<file path="src/rtl/bls12_381_axil_master_if.sv">
// AXI-lite bundle (32-bit address/data) between the BLS12-381 initiator
// and the coprocessor bridge.
interface if_axi_lite;
   logic [31:0] awaddr;
   logic        awvalid;
   logic        awready;
   logic [31:0] wdata;
   logic [3:0]  wstrb;
   logic        wvalid;
   logic        wready;
   logic [1:0]  bresp;
   logic        bvalid;
   logic        bready;
   logic [31:0] araddr;
   logic        arvalid;
   logic        arready;
   logic [31:0] rdata;
   logic [1:0]  rresp;
   logic        rvalid;
   logic        rready;

   modport source (
      output awaddr, awvalid, wdata, wstrb, wvalid, bready,
      output araddr, arvalid, rready,
      input  awready, wready, bresp, bvalid,
      input  arready, rdata, rresp, rvalid
   );

   modport sink (
      input  awaddr, awvalid, wdata, wstrb, wvalid, bready,
      input  araddr, arvalid, rready,
      output awready, wready, bresp, bvalid,
      output arready, rdata, rresp, rvalid
   );
endinterface

</file>
<file path="src/rtl/bls12_381_axil_master.sv">
// BLS12-381 AXI-lite initiator: multi-word requests as single-word beats.
// Watchdog compiled in with BLS12_381_AXIL_TIMEOUT_EN.
module bls12_381_axil_master #(
   parameter int MAX_WORDS   = 12,
   parameter int TIMEOUT_CYC = 1024
) (
   input  logic                    i_clk,
   input  logic                    i_rst_n,
   if_axi_lite.source              axi_lite_if,
   input  logic                    i_req_val,
   output logic                    o_req_rdy,
   input  logic                    i_req_wr,
   input  logic [31:0]             i_req_addr,
   input  logic [3:0]              i_req_words,
   input  logic [32*MAX_WORDS-1:0] i_req_data,
   output logic                    o_rsp_val,
   input  logic                    i_rsp_rdy,
   output logic [32*MAX_WORDS-1:0] o_rsp_data,
   output logic                    o_rsp_err
);

   typedef enum logic [2:0] {
      IDLE, WR_ADDR, WR_RESP, RD_ADDR, RD_DATA, RSP
   } state_t;

   localparam logic [3:0] MAXW = 4'(MAX_WORDS);

   state_t      state_q;
   state_t      state_d;
   logic        rdy_q;
   logic        err_q;
   logic        aw_done_q;
   logic        w_done_q;
   logic [31:0] base_q;
   logic [3:0]  cnt_q;
   logic [3:0]  k_q;
   logic [31:0] wbuf_q [MAX_WORDS];
   logic [31:0] rbuf_q [MAX_WORDS];

   logic awvalid, wvalid, bready, arvalid, rready;
   logic aw_fire, w_fire, b_fire, ar_fire, r_fire;
   logic accept, bad, last, aw_all, timeout;

   assign accept = rdy_q & i_req_val;
   assign bad    = (i_req_words == 4'd0) || (i_req_words > MAXW) ||
                   (i_req_addr[1:0] != 2'b00);
   assign last   = (k_q + 4'd1) >= cnt_q;

   assign aw_fire = awvalid & axi_lite_if.awready;
   assign w_fire  = wvalid & axi_lite_if.wready;
   assign b_fire  = bready & axi_lite_if.bvalid;
   assign ar_fire = arvalid & axi_lite_if.arready;
   assign r_fire  = rready & axi_lite_if.rvalid;
   assign aw_all  = (aw_done_q | aw_fire) & (w_done_q | w_fire);

`ifdef BLS12_381_AXIL_TIMEOUT_EN
   localparam int TW = $clog2(TIMEOUT_CYC + 1);

   logic [TW-1:0] wd_q;
   logic          busy;
   logic          hs;

   assign busy = (state_q == WR_ADDR) || (state_q == WR_RESP) ||
                 (state_q == RD_ADDR) || (state_q == RD_DATA);
   assign hs   = aw_fire | w_fire | b_fire | ar_fire | r_fire;
   assign timeout = busy && !hs && (wd_q == TW'(TIMEOUT_CYC - 1));

   always_ff @(posedge i_clk or negedge i_rst_n) begin
      if (!i_rst_n)
         wd_q <= '0;
      else if (hs || !busy || (state_d != state_q))
         wd_q <= '0;
      else
         wd_q <= wd_q + 1'b1;
   end
`else
   assign timeout = 1'b0;
`endif

   always_ff @(posedge i_clk or negedge i_rst_n) begin
      if (!i_rst_n)
         state_q <= IDLE;
      else
         state_q <= state_d;
   end

   always_comb begin
      state_d = state_q;
      unique case (state_q)
         IDLE:    if (accept)
                     state_d = bad ? RSP : (i_req_wr ? WR_ADDR : RD_ADDR);
         WR_ADDR: if (aw_all) state_d = WR_RESP;
         WR_RESP: if (b_fire) state_d = last ? RSP : WR_ADDR;
         RD_ADDR: if (ar_fire) state_d = RD_DATA;
         RD_DATA: if (r_fire) state_d = last ? RSP : RD_ADDR;
         RSP:     if (i_rsp_rdy) state_d = IDLE;
         default: state_d = IDLE;
      endcase
      // watchdog recovery overrides any pending handshake
      if (timeout) state_d = RSP;
   end

   always_comb begin
      awvalid = 1'b0;
      wvalid  = 1'b0;
      bready  = 1'b0;
      arvalid = 1'b0;
      rready  = 1'b0;
      unique case (state_q)
         WR_ADDR: begin
            awvalid = !aw_done_q;
            wvalid  = !w_done_q;
         end
         WR_RESP: bready  = 1'b1;
         RD_ADDR: arvalid = 1'b1;
         RD_DATA: rready  = 1'b1;
         default: ;
      endcase
   end

   always_ff @(posedge i_clk or negedge i_rst_n) begin
      if (!i_rst_n) begin
         rdy_q     <= 1'b0;
         err_q     <= 1'b0;
         aw_done_q <= 1'b0;
         w_done_q  <= 1'b0;
         base_q    <= '0;
         cnt_q     <= '0;
         k_q       <= '0;
         for (int i = 0; i < MAX_WORDS; i++) begin
            wbuf_q[i] <= '0;
            rbuf_q[i] <= '0;
         end
      end else begin
         rdy_q <= (state_d == IDLE);
         if (accept) begin
            base_q <= i_req_addr;
            cnt_q  <= i_req_words;
            k_q    <= '0;
            err_q  <= bad;
            for (int i = 0; i < MAX_WORDS; i++) begin
               wbuf_q[i] <= i_req_data[32*i +: 32];
               rbuf_q[i] <= '0;
            end
         end
         if ((state_q == WR_ADDR) && (state_d == WR_ADDR)) begin
            aw_done_q <= aw_done_q | aw_fire;
            w_done_q  <= w_done_q | w_fire;
         end else begin
            aw_done_q <= 1'b0;
            w_done_q  <= 1'b0;
         end
         if ((b_fire || r_fire) && !last)
            k_q <= k_q + 4'd1;
         if (r_fire)
            rbuf_q[k_q] <= axi_lite_if.rdata;
         if (b_fire && (axi_lite_if.bresp != 2'b00))
            err_q <= 1'b1;
         if (r_fire && (axi_lite_if.rresp != 2'b00))
            err_q <= 1'b1;
         if (timeout)
            err_q <= 1'b1;
      end
   end

   assign axi_lite_if.awaddr  = base_q + {26'd0, k_q, 2'b00};
   assign axi_lite_if.araddr  = base_q + {26'd0, k_q, 2'b00};
   assign axi_lite_if.wdata   = wbuf_q[k_q];
   assign axi_lite_if.wstrb   = 4'hF;
   assign axi_lite_if.awvalid = awvalid;
   assign axi_lite_if.wvalid  = wvalid;
   assign axi_lite_if.bready  = bready;
   assign axi_lite_if.arvalid = arvalid;
   assign axi_lite_if.rready  = rready;

   assign o_req_rdy = rdy_q;
   assign o_rsp_val = (state_q == RSP);
   assign o_rsp_err = err_q;

   for (genvar g = 0; g < MAX_WORDS; g++) begin : g_rsp
      assign o_rsp_data[32*g +: 32] = rbuf_q[g];
   end

endmodule

</file>
<file path="src/flat_wrapper.sv">
// flat-port wrapper written by rule: the top's interface ports become plain ports
module bls12_381_axil_master_flat 
#(
   parameter int MAX_WORDS   = 12,
   parameter int TIMEOUT_CYC = 1024
)
  (i_clk, i_rst_n, i_req_val, o_req_rdy, i_req_wr, i_req_addr, i_req_words, i_req_data, o_rsp_val, i_rsp_rdy, o_rsp_data, o_rsp_err, axi_lite_if_awaddr, axi_lite_if_awvalid, axi_lite_if_wdata, axi_lite_if_wstrb, axi_lite_if_wvalid, axi_lite_if_bready, axi_lite_if_araddr, axi_lite_if_arvalid, axi_lite_if_rready, axi_lite_if_awready, axi_lite_if_wready, axi_lite_if_bresp, axi_lite_if_bvalid, axi_lite_if_arready, axi_lite_if_rdata, axi_lite_if_rresp, axi_lite_if_rvalid);
  if_axi_lite axi_lite_if_i ();
  input  logic i_clk;
  input  logic i_rst_n;
  input  logic i_req_val;
  output logic o_req_rdy;
  input  logic i_req_wr;
  input  logic [31:0] i_req_addr;
  input  logic [3:0] i_req_words;
  input  logic [32*MAX_WORDS-1:0] i_req_data;
  output logic o_rsp_val;
  input  logic i_rsp_rdy;
  output logic [32*MAX_WORDS-1:0] o_rsp_data;
  output logic o_rsp_err;
  output wire logic [$bits(axi_lite_if_i.awaddr)-1:0] axi_lite_if_awaddr;
  output wire logic [$bits(axi_lite_if_i.awvalid)-1:0] axi_lite_if_awvalid;
  output wire logic [$bits(axi_lite_if_i.wdata)-1:0] axi_lite_if_wdata;
  output wire logic [$bits(axi_lite_if_i.wstrb)-1:0] axi_lite_if_wstrb;
  output wire logic [$bits(axi_lite_if_i.wvalid)-1:0] axi_lite_if_wvalid;
  output wire logic [$bits(axi_lite_if_i.bready)-1:0] axi_lite_if_bready;
  output wire logic [$bits(axi_lite_if_i.araddr)-1:0] axi_lite_if_araddr;
  output wire logic [$bits(axi_lite_if_i.arvalid)-1:0] axi_lite_if_arvalid;
  output wire logic [$bits(axi_lite_if_i.rready)-1:0] axi_lite_if_rready;
  input wire logic [$bits(axi_lite_if_i.awready)-1:0] axi_lite_if_awready;
  input wire logic [$bits(axi_lite_if_i.wready)-1:0] axi_lite_if_wready;
  input wire logic [$bits(axi_lite_if_i.bresp)-1:0] axi_lite_if_bresp;
  input wire logic [$bits(axi_lite_if_i.bvalid)-1:0] axi_lite_if_bvalid;
  input wire logic [$bits(axi_lite_if_i.arready)-1:0] axi_lite_if_arready;
  input wire logic [$bits(axi_lite_if_i.rdata)-1:0] axi_lite_if_rdata;
  input wire logic [$bits(axi_lite_if_i.rresp)-1:0] axi_lite_if_rresp;
  input wire logic [$bits(axi_lite_if_i.rvalid)-1:0] axi_lite_if_rvalid;
  assign axi_lite_if_awaddr = axi_lite_if_i.awaddr;
  assign axi_lite_if_awvalid = axi_lite_if_i.awvalid;
  assign axi_lite_if_wdata = axi_lite_if_i.wdata;
  assign axi_lite_if_wstrb = axi_lite_if_i.wstrb;
  assign axi_lite_if_wvalid = axi_lite_if_i.wvalid;
  assign axi_lite_if_bready = axi_lite_if_i.bready;
  assign axi_lite_if_araddr = axi_lite_if_i.araddr;
  assign axi_lite_if_arvalid = axi_lite_if_i.arvalid;
  assign axi_lite_if_rready = axi_lite_if_i.rready;
  assign axi_lite_if_i.awready = axi_lite_if_awready;
  assign axi_lite_if_i.wready = axi_lite_if_wready;
  assign axi_lite_if_i.bresp = axi_lite_if_bresp;
  assign axi_lite_if_i.bvalid = axi_lite_if_bvalid;
  assign axi_lite_if_i.arready = axi_lite_if_arready;
  assign axi_lite_if_i.rdata = axi_lite_if_rdata;
  assign axi_lite_if_i.rresp = axi_lite_if_rresp;
  assign axi_lite_if_i.rvalid = axi_lite_if_rvalid;
  bls12_381_axil_master #(.MAX_WORDS(MAX_WORDS), .TIMEOUT_CYC(TIMEOUT_CYC)) u_core (.i_clk(i_clk), .i_rst_n(i_rst_n), .axi_lite_if(axi_lite_if_i), .i_req_val(i_req_val), .o_req_rdy(o_req_rdy), .i_req_wr(i_req_wr), .i_req_addr(i_req_addr), .i_req_words(i_req_words), .i_req_data(i_req_data), .o_rsp_val(o_rsp_val), .i_rsp_rdy(i_rsp_rdy), .o_rsp_data(o_rsp_data), .o_rsp_err(o_rsp_err));
endmodule
</file>
<file path="config.mk">
export PLATFORM = sky130hd
export DESIGN_NAME = bls12_381_axil_master_flat
export DESIGN_NICKNAME = d
export VERILOG_FILES = /design/src/rtl/bls12_381_axil_master_if.sv /design/src/rtl/bls12_381_axil_master.sv /design/src/flat_wrapper.sv
export SDC_FILE = /design/constraint.sdc
export NUM_CORES = 1
export LEC_CHECK = 0
export ABC_AREA = 1
export CELL_PAD_IN_SITES_DETAIL_PLACEMENT = 0
export CELL_PAD_IN_SITES_GLOBAL_PLACEMENT = 1
export CORE_AREA = 5 5 369 371
export DETAILED_ROUTE_END_ITERATION = 16
export DIE_AREA = 0 0 374 376
export GPL_ROUTABILITY_DRIVEN = 0
export PLACE_DENSITY = 0.62
export SLEW_MARGIN = 5
export SYNTH_ARGS = -nofsm -noshare
export SYNTH_HDL_FRONTEND = slang
export SYNTH_SLANG_ARGS = --single-unit
</file>
<file path="constraint.sdc">
create_clock -name i_clk -period 2.8 [get_ports i_clk]
set_input_delay 0.42 -clock i_clk [delete_from_list [all_inputs] [get_ports i_clk]]
set_output_delay 0.42 -clock i_clk [all_outputs]
set_load 0.01 [all_outputs]
</file>
## Word-level counts from Yosys, hierarchy flattened

Cells that the tools add are included.

| cells by class | value |
|---|---|
| $add $sub $neg | 2 |
| magnitude comparators | 4 |
| equal/unequal tests | 6 |
| muxes and demuxes | 31 |
| bitwise operators | 10 |
| reductions and logical operators | 19 |

Operators with widths:

| operator | count |
|---|---|
| 384-bit two-way mux | 2 |
| 384-bit bitwise mux | 1 |
| 32-bit binary-select mux with 4-bit select | 1 |
| 32-bit demux with 4-bit select | 1 |
| 32-bit two-way mux | 3 |
| 32-bit by 6-bit adder with 32-bit output | 1 |
| 3-bit two-way mux | 9 |
| 3-bit one-hot mux with 6 select lines | 1 |
| 1-bit two-way mux | 10 |
| 4-bit two-way mux | 2 |
| 2-bit nonzero test | 4 |
| 1-bit bitwise AND | 7 |
| 3-bit by 1-bit == test with 1-bit output (second input constant) | 2 |
| 3-bit by 2-bit == test with 1-bit output (second input constant) | 2 |
| 3-bit == test (second input constant) | 2 |
| 3-bit logical NOT | 2 |
| 5-bit greater-or-equal comparator (second input constant) | 1 |
| 1-bit logical AND | 5 |
| 5-bit by 1-bit less-than comparator with 1-bit output (second input constant) | 1 |
| 4-bit NOT with 5-bit output | 1 |
| 4-bit by 1-bit adder with 4-bit output (second input constant) | 1 |
| 4-bit greater-or-equal comparator | 1 |
| 4-bit > comparator (second input constant) | 1 |
| 4-bit logical NOT | 1 |
| other kinds (5) | 10 |

| storage, ports and cells | value |
|---|---|
| bits in registers | 815 |
| bits of input ports | 466 |

## Logic depth before layout (Yosys ltp)

Gate-level depths: netlist of run 1.

| logic depth | value |
|---|---|
| depth after elaboration | 10 |
| gate-level depth with buffers | 13 |
| depth with buffers taken out | 11 |

## Least setup slack after synthesis of run 1

Ideal clock, no wire load.

| timing | value |
|---|---|
| kind | reg2out |
| start | register u_core.k_q[1] |
| end | output port axi_lite_if_awaddr[30] |
| data arrival time | 2632 ps |
| data required time | 2380 ps |
| path slack | -252 ps |
| cell stages (with the launch flop) | 11 |
| buffers on the path | 3 |
| cell sequence | dfrtp_1 > inv_1 > buf_2 > clkbuf_1 > fa_1 > o21ai_0 > inv_1 > nor2_1 > nand2_1 > xnor2_1 > buf_4 |

| between the ends | value |
|---|---|
| longest elaborated chain between the ends | 1 |

Ends and longest elaborated chain:

| item | line | RTL |
|---|---|---|
| from (decl) | bls12_381_axil_master.sv:36 | `logic [3:0] k_q;` |
| from (signal assigned) | bls12_381_axil_master.sv:154 | `k_q <= k_q + 4'd1;` |
| 32-bit by 6-bit adder with 32-bit output | n/a |  |
| to (decl) | flat_wrapper.sv:21 | `output wire logic [$bits(axi_lite_if_i.awaddr)-1:0] axi_lite_if_awaddr;` |

Every way passes these cells.

## Final worst setup path of run 1

| timing | value |
|---|---|
| start | register u_core.k_q[0] |
| end | output port axi_lite_if_wdata[15] |

| between the ends | value |
|---|---|
| longest elaborated chain between the ends | 4 |

Ends and longest elaborated chain:

| item | line | RTL |
|---|---|---|
| 4-bit NOT with 5-bit output (implied by the code) | bls12_381_axil_master.sv:168 | `assign axi_lite_if.wdata = wbuf_q[k_q];` |
| 32-bit binary-select mux with 4-bit select | bls12_381_axil_master.sv:168 |  |
| 32-bit two-way mux (implied by the code) (2 in a row) | bls12_381_axil_master.sv:168 |  |
| to (decl) | flat_wrapper.sv:23 | `output wire logic [$bits(axi_lite_if_i.wdata)-1:0] axi_lite_if_wdata;` |

Every way passes these cells. The select of a mux whose other input is x is not followed.

==> results.json, run 1 <==
{
  "routed_wirelength_um": 175000,
  "die-area_mm2": 0.141,
  "ant_nets": 0,
  "tightest_slew_ps": 863,
  "antenna_found_initial": 28,
  "ioPinCount": 958,
  "rows": 134,
  "dp.final_hpwl_um": 126000,
  "whs_ps": 239,
  "cts-root-buf": "clkbuf_16",
  "synth_area_per_cell_um2": 8.54,
  "synth_area_mm2": 0.0352,
  "portBuffers": 953,
  "grt_max_degree": 138,
  "clockBufferDepth": 3,
  "peakVddDrop_v": 0.000634,
  "final_hold_viol_count": 0,
  "seq_area_mm2": 0.0204,
  "viasPerCell": 4.85,
  "setup_viol": 76,
  "fp.dieW_um": 374,
  "setup_slack_ps": -255,
  "die_height_um": 376,
  "period_needed_ps": 3050,
  "cp_max_fo": 8,
  "yosysWarnings": 0,
  "cts.sinks": 815,
  "fin_nets": 5568,
  "p_per_area_mw_per_mm2": 921,
  "cp.arrival_ps": 2630,
  "fmax_mhz": 327,
  "clk_latency_ps": 700,
  "p_leak_uw": 0.0248,
  "routedWlPerCell_um": 25.2,
  "postSynthCellCount": 4128,
  "synth-edff-count": 0,
  "area_delta_synth_final_pct": 52.7,
  "drc": 0,
  "core_area_mm2": 0.133,
  "ys_types": 34,
  "final_max_slew_viol_count": 0,
  "slew_headroom": 0.425,
  "drv_cap": 0,
  "grt_usage": 0.233,
  "synth-seq-cells": 815,
  "grt_overflow": 0,
  "fillers": 13500,
  "rsz0062_at_grt": "yes",
  "multiInputGateArea_mm2": 0.0144,
  "htree_levels": 3,
  "power_uw": 49500,
  "min_period_over_period": 1.09,
  "drt_iter0_drc": 2832,
  "cts_made_buffers": 95,
  "grt_pass1_wl_um": 242000,
  "status": "complete, but fails checks",
  "clk_pin_slew_worst_paths_ps": 60,
  "synth_ff_type": "dfrtp_1",
  "critPathLaunchType": "flip-flop",
  "grt_pass1_vias": 33200,
  "end_kind": "output port",
  "hold_path_class": "primary input to flip-flop",
  "violations": "setup timing",
  "cts_tree": "done",
  "routed-via-count": 33600,
  "first_pass_iters": 5,
  "yosysSeqAreaShare": 0.579,
  "crit_type": "flip-flop to output port",
  "start_util": 0.266,
  "worst_ep_required_time_ps": 2380,
  "async_flop_share": 1.00,
  "layout-drive-gt1-share": 0.152,
  "skew_ps": 48.0
}
critical path, cell delays in order (launching register included):
cell,delay [ps]
dfrtp_4,480
buf_4,150
buf_12,150
buf_12,160
buf_12,140
buf_16,150
nor2_2,120
o22ai_1,90
nand2_1,160
nand3_2,160
buf_6,160
layout make-up:
cell class,count,area share
Antenna cell,16,0.000744
Clock buffer,135,0.0509
Clock inverter,30,0.00865
Inverter,90,0.00709
Multi-Input combinational cell,2876,0.268
Sequential cell,815,0.379
Tap cell,1768,0.0411
Timing Repair Buffer,1210,0.244
Timing Repair inverter,1,0.000302
registers in the layout (all words and copies together) (netlist names), 3 cells and up:
signal and cells:
u_core.o_rsp_data 384, u_core.base_q 32, u_core.cnt_q 4, u_core.wbuf_q 384, u_core.state_q 3, u_core.k_q 4
per-stage QoR:
step           TNS [ps]  instances  area, um2  utilization  setup WS, ps
2_1_floorplan         0       4131      35300            -          35.5
3_3_place_gp      -1590       6654      47200        0.356          -268
3_5_place_dp      -1640       6654      47200        0.356          -278
4_1_cts          -12140       6853      51600        0.389          -335
5_1_grt          -17320       6932      53800        0.406          -355
6_report          -9240       6941      53800        0.406          -255
final timing paths:
kind	startpoint	end	slack, ps	cells after the start
max in group asynchronous	i_rst_n	u_core.wbuf_q[212]	1500	4
max	u_core.k_q[0]	axi_lite_if_wdata[15]	-250	10
min in group asynchronous	i_rst_n	u_core.o_rsp_data[99]	280	2
min reg2reg	u_core.wbuf_q[83]	u_core.wbuf_q[83]	470	2
max reg2reg	u_core.k_q[0]	u_core.k_q[1]	140	15
min	i_req_data[97]	u_core.wbuf_q[257]	240	3
cells by family (layout without fill, tap and decap cells):
logic type | count (synthesis) | in the layout | share of synthesized area
DFF | 815 | 815 | 0.579
adders and majority gates | 13 | 13 | 0.00483
buffers and inverters | 440 | 1466 | 0.0586
and+or+nand+nor | 2132 | 2132 | 0.248
xor gates and xnor gates | 24 | 24 | 0.00596
AOI/OAI and AO/OA | 703 | 703 | 0.104
other | 1 | 20 | 0.000106
Yosys cell counts, types with 12 or more instances:
master    instances  area share
inv_1            88      0.0094
buf_2            39      0.0055
clkbuf_1        195       0.021
xor2_1           19      0.0047
o21ai_0         334       0.047
nand3_1         434       0.062
nor2_1          236       0.025
buf_4            68       0.014
ha_1             12      0.0043
o21ai_1         266       0.038
nand2_1        1422        0.15
o22ai_1          96       0.017
buf_1            34      0.0036
buf_6            13      0.0042
dfrtp_1         815        0.58
where the power goes:
| group | leakage, uW | internal [uW] | switching [uW] |
|---|---|---|---|
| clock network | 0.00155 | 7480 | 5360 |
| logic | 0.0126 | 8240 | 10600 |
| registers | 0.0107 | 15000 | 2840 |
timing repair:
action	in CTS	in global routing
gates resized for setup	618	348
gates cloned	11	26
hold endpoints to repair	36	0
hold buffers	1	0
setup buffers	23	49
pin swaps	37	121
endpoints found under the setup margin	91	85
layer usage:
| metal | vias up | track usage | routed length (um) |
|---|---|---|---|
| met5 | - | 0 | 199 |
| met4 | 28 | 0.0876 | 7370 |
| met3 | 285 | 0.0544 | 12200 |
| met2 | 1363 | 0.389 | 83100 |
| met1 | 16500 | 0.294 | 72300 |
| li1 | 15500 | - | - |
cell usage in the layout (no fill, tap or decap), types with 5 or more instances in the layout:
master           netlist  final
nand3_1              434    398
buf_16                 0     14
nand2_1             1422   1366
dfrtp_1              815    811
clkbuf_8               0     21
clkinvlp_4             0      5
xor2_2                 0     12
nand2_2                1     47
nand4_1               10     10
o22ai_4                0      9
o22ai_2                0     30
nand3_4                7     22
xor2_1                19      6
inv_1                 88     83
o21ai_0              334    214
o22ai_1               96     57
o21ai_4                0     19
o21ai_2                0     48
ha_1                  12      8
buf_8                  1     15
nor2_4                 2     22
nor3_1                10      6
clkbuf_1             195     19
nand2_4                0     10
nor2_2                 2     19
clkdlybuf4s50_1        0    861
diode_2                0     16
nand3_2                5     26
clkbuf_16              0    116
clkinv_2               0      9
nor2_1               236    199
buf_6                 13     80
o21ai_1              266    319
bufinv_16              0      7
buf_2                 39     36
buf_4                 68    108
buf_12                 0     70
Note: power is estimated with default switching activity, not from simulation.
==> run 2: changes to the inputs <==
--- a/config.mk
+++ b/config.mk
@@ -17,3 +17,4 @@
 export SYNTH_ARGS = -nofsm -noshare
 export SYNTH_HDL_FRONTEND = slang
 export SYNTH_SLANG_ARGS = --single-unit
+export TNS_END_PERCENT = 1
==> results.json, run 2 (synthesis results as in run 1) <==
{
  "status": "complete, but fails checks",
  "violations": "setup timing",
  "rsz0062_at_grt": "yes",
  "fp.dieW_um": 374,
  "first_pass_iters": 5,
  "cts.sinks": 815,
  "grt_max_degree": 92,
  "area_delta_synth_final_pct": 45.3,
  "final_hold_viol_count": 0,
  "tightest_slew_ps": 857,
  "min_period_over_period": 1.11,
  "grt_pass1_wl_um": 242000,
  "cts_tree": "done",
  "drv_cap": 0,
  "setup_viol": 73,
  "clockBufferDepth": 3,
  "ant_nets": 0,
  "grt_pass1_vias": 32800,
  "ioPinCount": 958,
  "final_cells": 6850,
  "die-area_mm2": 0.141,
  "final_max_slew_viol_count": 0,
  "peakVddDrop_v": 0.000554,
  "viasPerCell": 4.82,
  "core_area_mm2": 0.133,
  "routedWlPerCell_um": 24.7,
  "fmax_mhz": 322,
  "crit_type": "flip-flop to output port",
  "die_height_um": 376,
  "clk_pin_slew_worst_paths_ps": 60,
  "portBuffers": 953,
  "hold_path_class": "primary input to flip-flop",
  "antenna_found_initial": 17,
  "grt_overflow": 0,
  "critPathLaunchType": "flip-flop",
  "routed-via-count": 33000,
  "setup_slack_ps": -305,
  "final_cell_mix": "1,395 x nand2_1, 860 x clkdlybuf4s50_1, 813 x dfrtp_1",
  "start_util": 0.266,
  "htree_levels": 3,
  "slowest_stage": "dfrtp_4",
  "grt_usage": 0.233,
  "cts-root-buf": "clkbuf_16",
  "worst_ep_required_time_ps": 2380,
  "clk_latency_ps": 710,
  "dp.final_hpwl_um": 126000,
  "utilization": 0.386,
  "routed_wirelength_um": 169000,
  "fillers": 13600,
  "slowest_delay_ps": 530,
  "slew_headroom": 0.428,
  "fin_nets": 5482,
  "path_cells": "inv_4, buf_12, buf_8, o21ai_0, o22ai_1, nand2_2, nand3_1, dlygate4sd2_1",
  "cts_made_buffers": 94,
  "drt_iter0_drc": 2722,
  "end_kind": "output port",
  "rows": 134,
  "drc": 0,
  "skew_ps": 64.4,
  "cp.arrival_ps": 2680,
  "final_common_cell": "nand2_1",
  "dp.cells": 6664,
  "period_needed_ps": 3100,
  "cp_max_fo": 22,
  "layout-drive-gt1-share": 0.108,
  "p_leak_uw": 0.0238,
  "p_per_area_mw_per_mm2": 908
}
-- run 2: where the power goes --
part           switching [uW]  leakage [uW]  internal (uW)  total [uW]
clock network            5410       0.00160           7510       12900
logic                    9500        0.0115           6450       16000
registers                2620        0.0107          15000       17600
total                   17500        0.0238          29000       46500
-- run 2: timing repair --
| item | CTS | global route |
|---|---|---|
| buffers inserted | 3 | 1 |
| endpoints found under the setup margin | 94 | 93 |
| gates cloned | 6 | 0 |
| pin swaps | 26 | 16 |
| hold buffers | 1 | 0 |
| gates resized for setup | 474 | 47 |
| endpoints found under the hold margin | 39 | 0 |
-- run 2: final timing paths --
check / from / endpoint / slack [ps] / cells after the start
min in group asynchronous: i_rst_n / u_core.o_rsp_data[98] / 250 / 2
worst min-delay path: i_req_addr[6] / u_core.base_q[6] / 240 / 3
worst max register to register: u_core.k_q[0] / u_core.k_q[0] / 130 / 12
worst min register to register: u_core.wbuf_q[88] / u_core.wbuf_q[88] / 470 / 2
worst max-delay path: u_core.k_q[1] / axi_lite_if_wdata[27] / -300 / 8
max in group asynchronous: i_rst_n / u_core.wbuf_q[273] / 1460 / 4
-- run 2: worst max-delay path, delay by kind of cell, from the launching register on --
family | cells | cell delay, ps
simple gates | 2 | 340
buf+inv | 4 | 740
flops | 1 | 530
compound gates | 2 | 330
-- run 2: metal layers --
metal | vias to the layer above | part of all wire | track usage
met5 | - | 0.00095 | 0
met4 | 24 | 0.045 | 0.0955
met3 | 253 | 0.069 | 0.0539
met2 | 1284 | 0.47 | 0.382
met1 | 16200 | 0.42 | 0.296
li1 | 15300 | - | -
-- run 2: stage by stage --
stage               TNS, ps  hold WS, ps  area [um2]  power, uW  setup WS, ps
finish               -11290          237       51200      46500          -305
global route         -20600          212       51200      49200          -436
CTS                  -18350          178       51100      46900          -402
detailed placement    -2880          449       47300      33300          -250
global placement      -2830          444       47300      33300          -221
floorplan              -138          124       35300      24800         -41.5
-- run 2: layout make-up --
| type | instances | area, um2 | area share |
|---|---|---|---|
| Multi-Input combinational cell | 2876 | 13500 | 0.263 |
| Antenna cell | 4 | 10.0 | 0.000195 |
| Timing Repair Buffer | 1126 | 11500 | 0.225 |
| Clock buffer | 136 | 2750 | 0.0537 |
| Tap cell | 1768 | 2210 | 0.0432 |
| Inverter | 90 | 367 | 0.00716 |
| Sequential cell | 815 | 20400 | 0.398 |
| Clock inverter | 35 | 492 | 0.00960 |
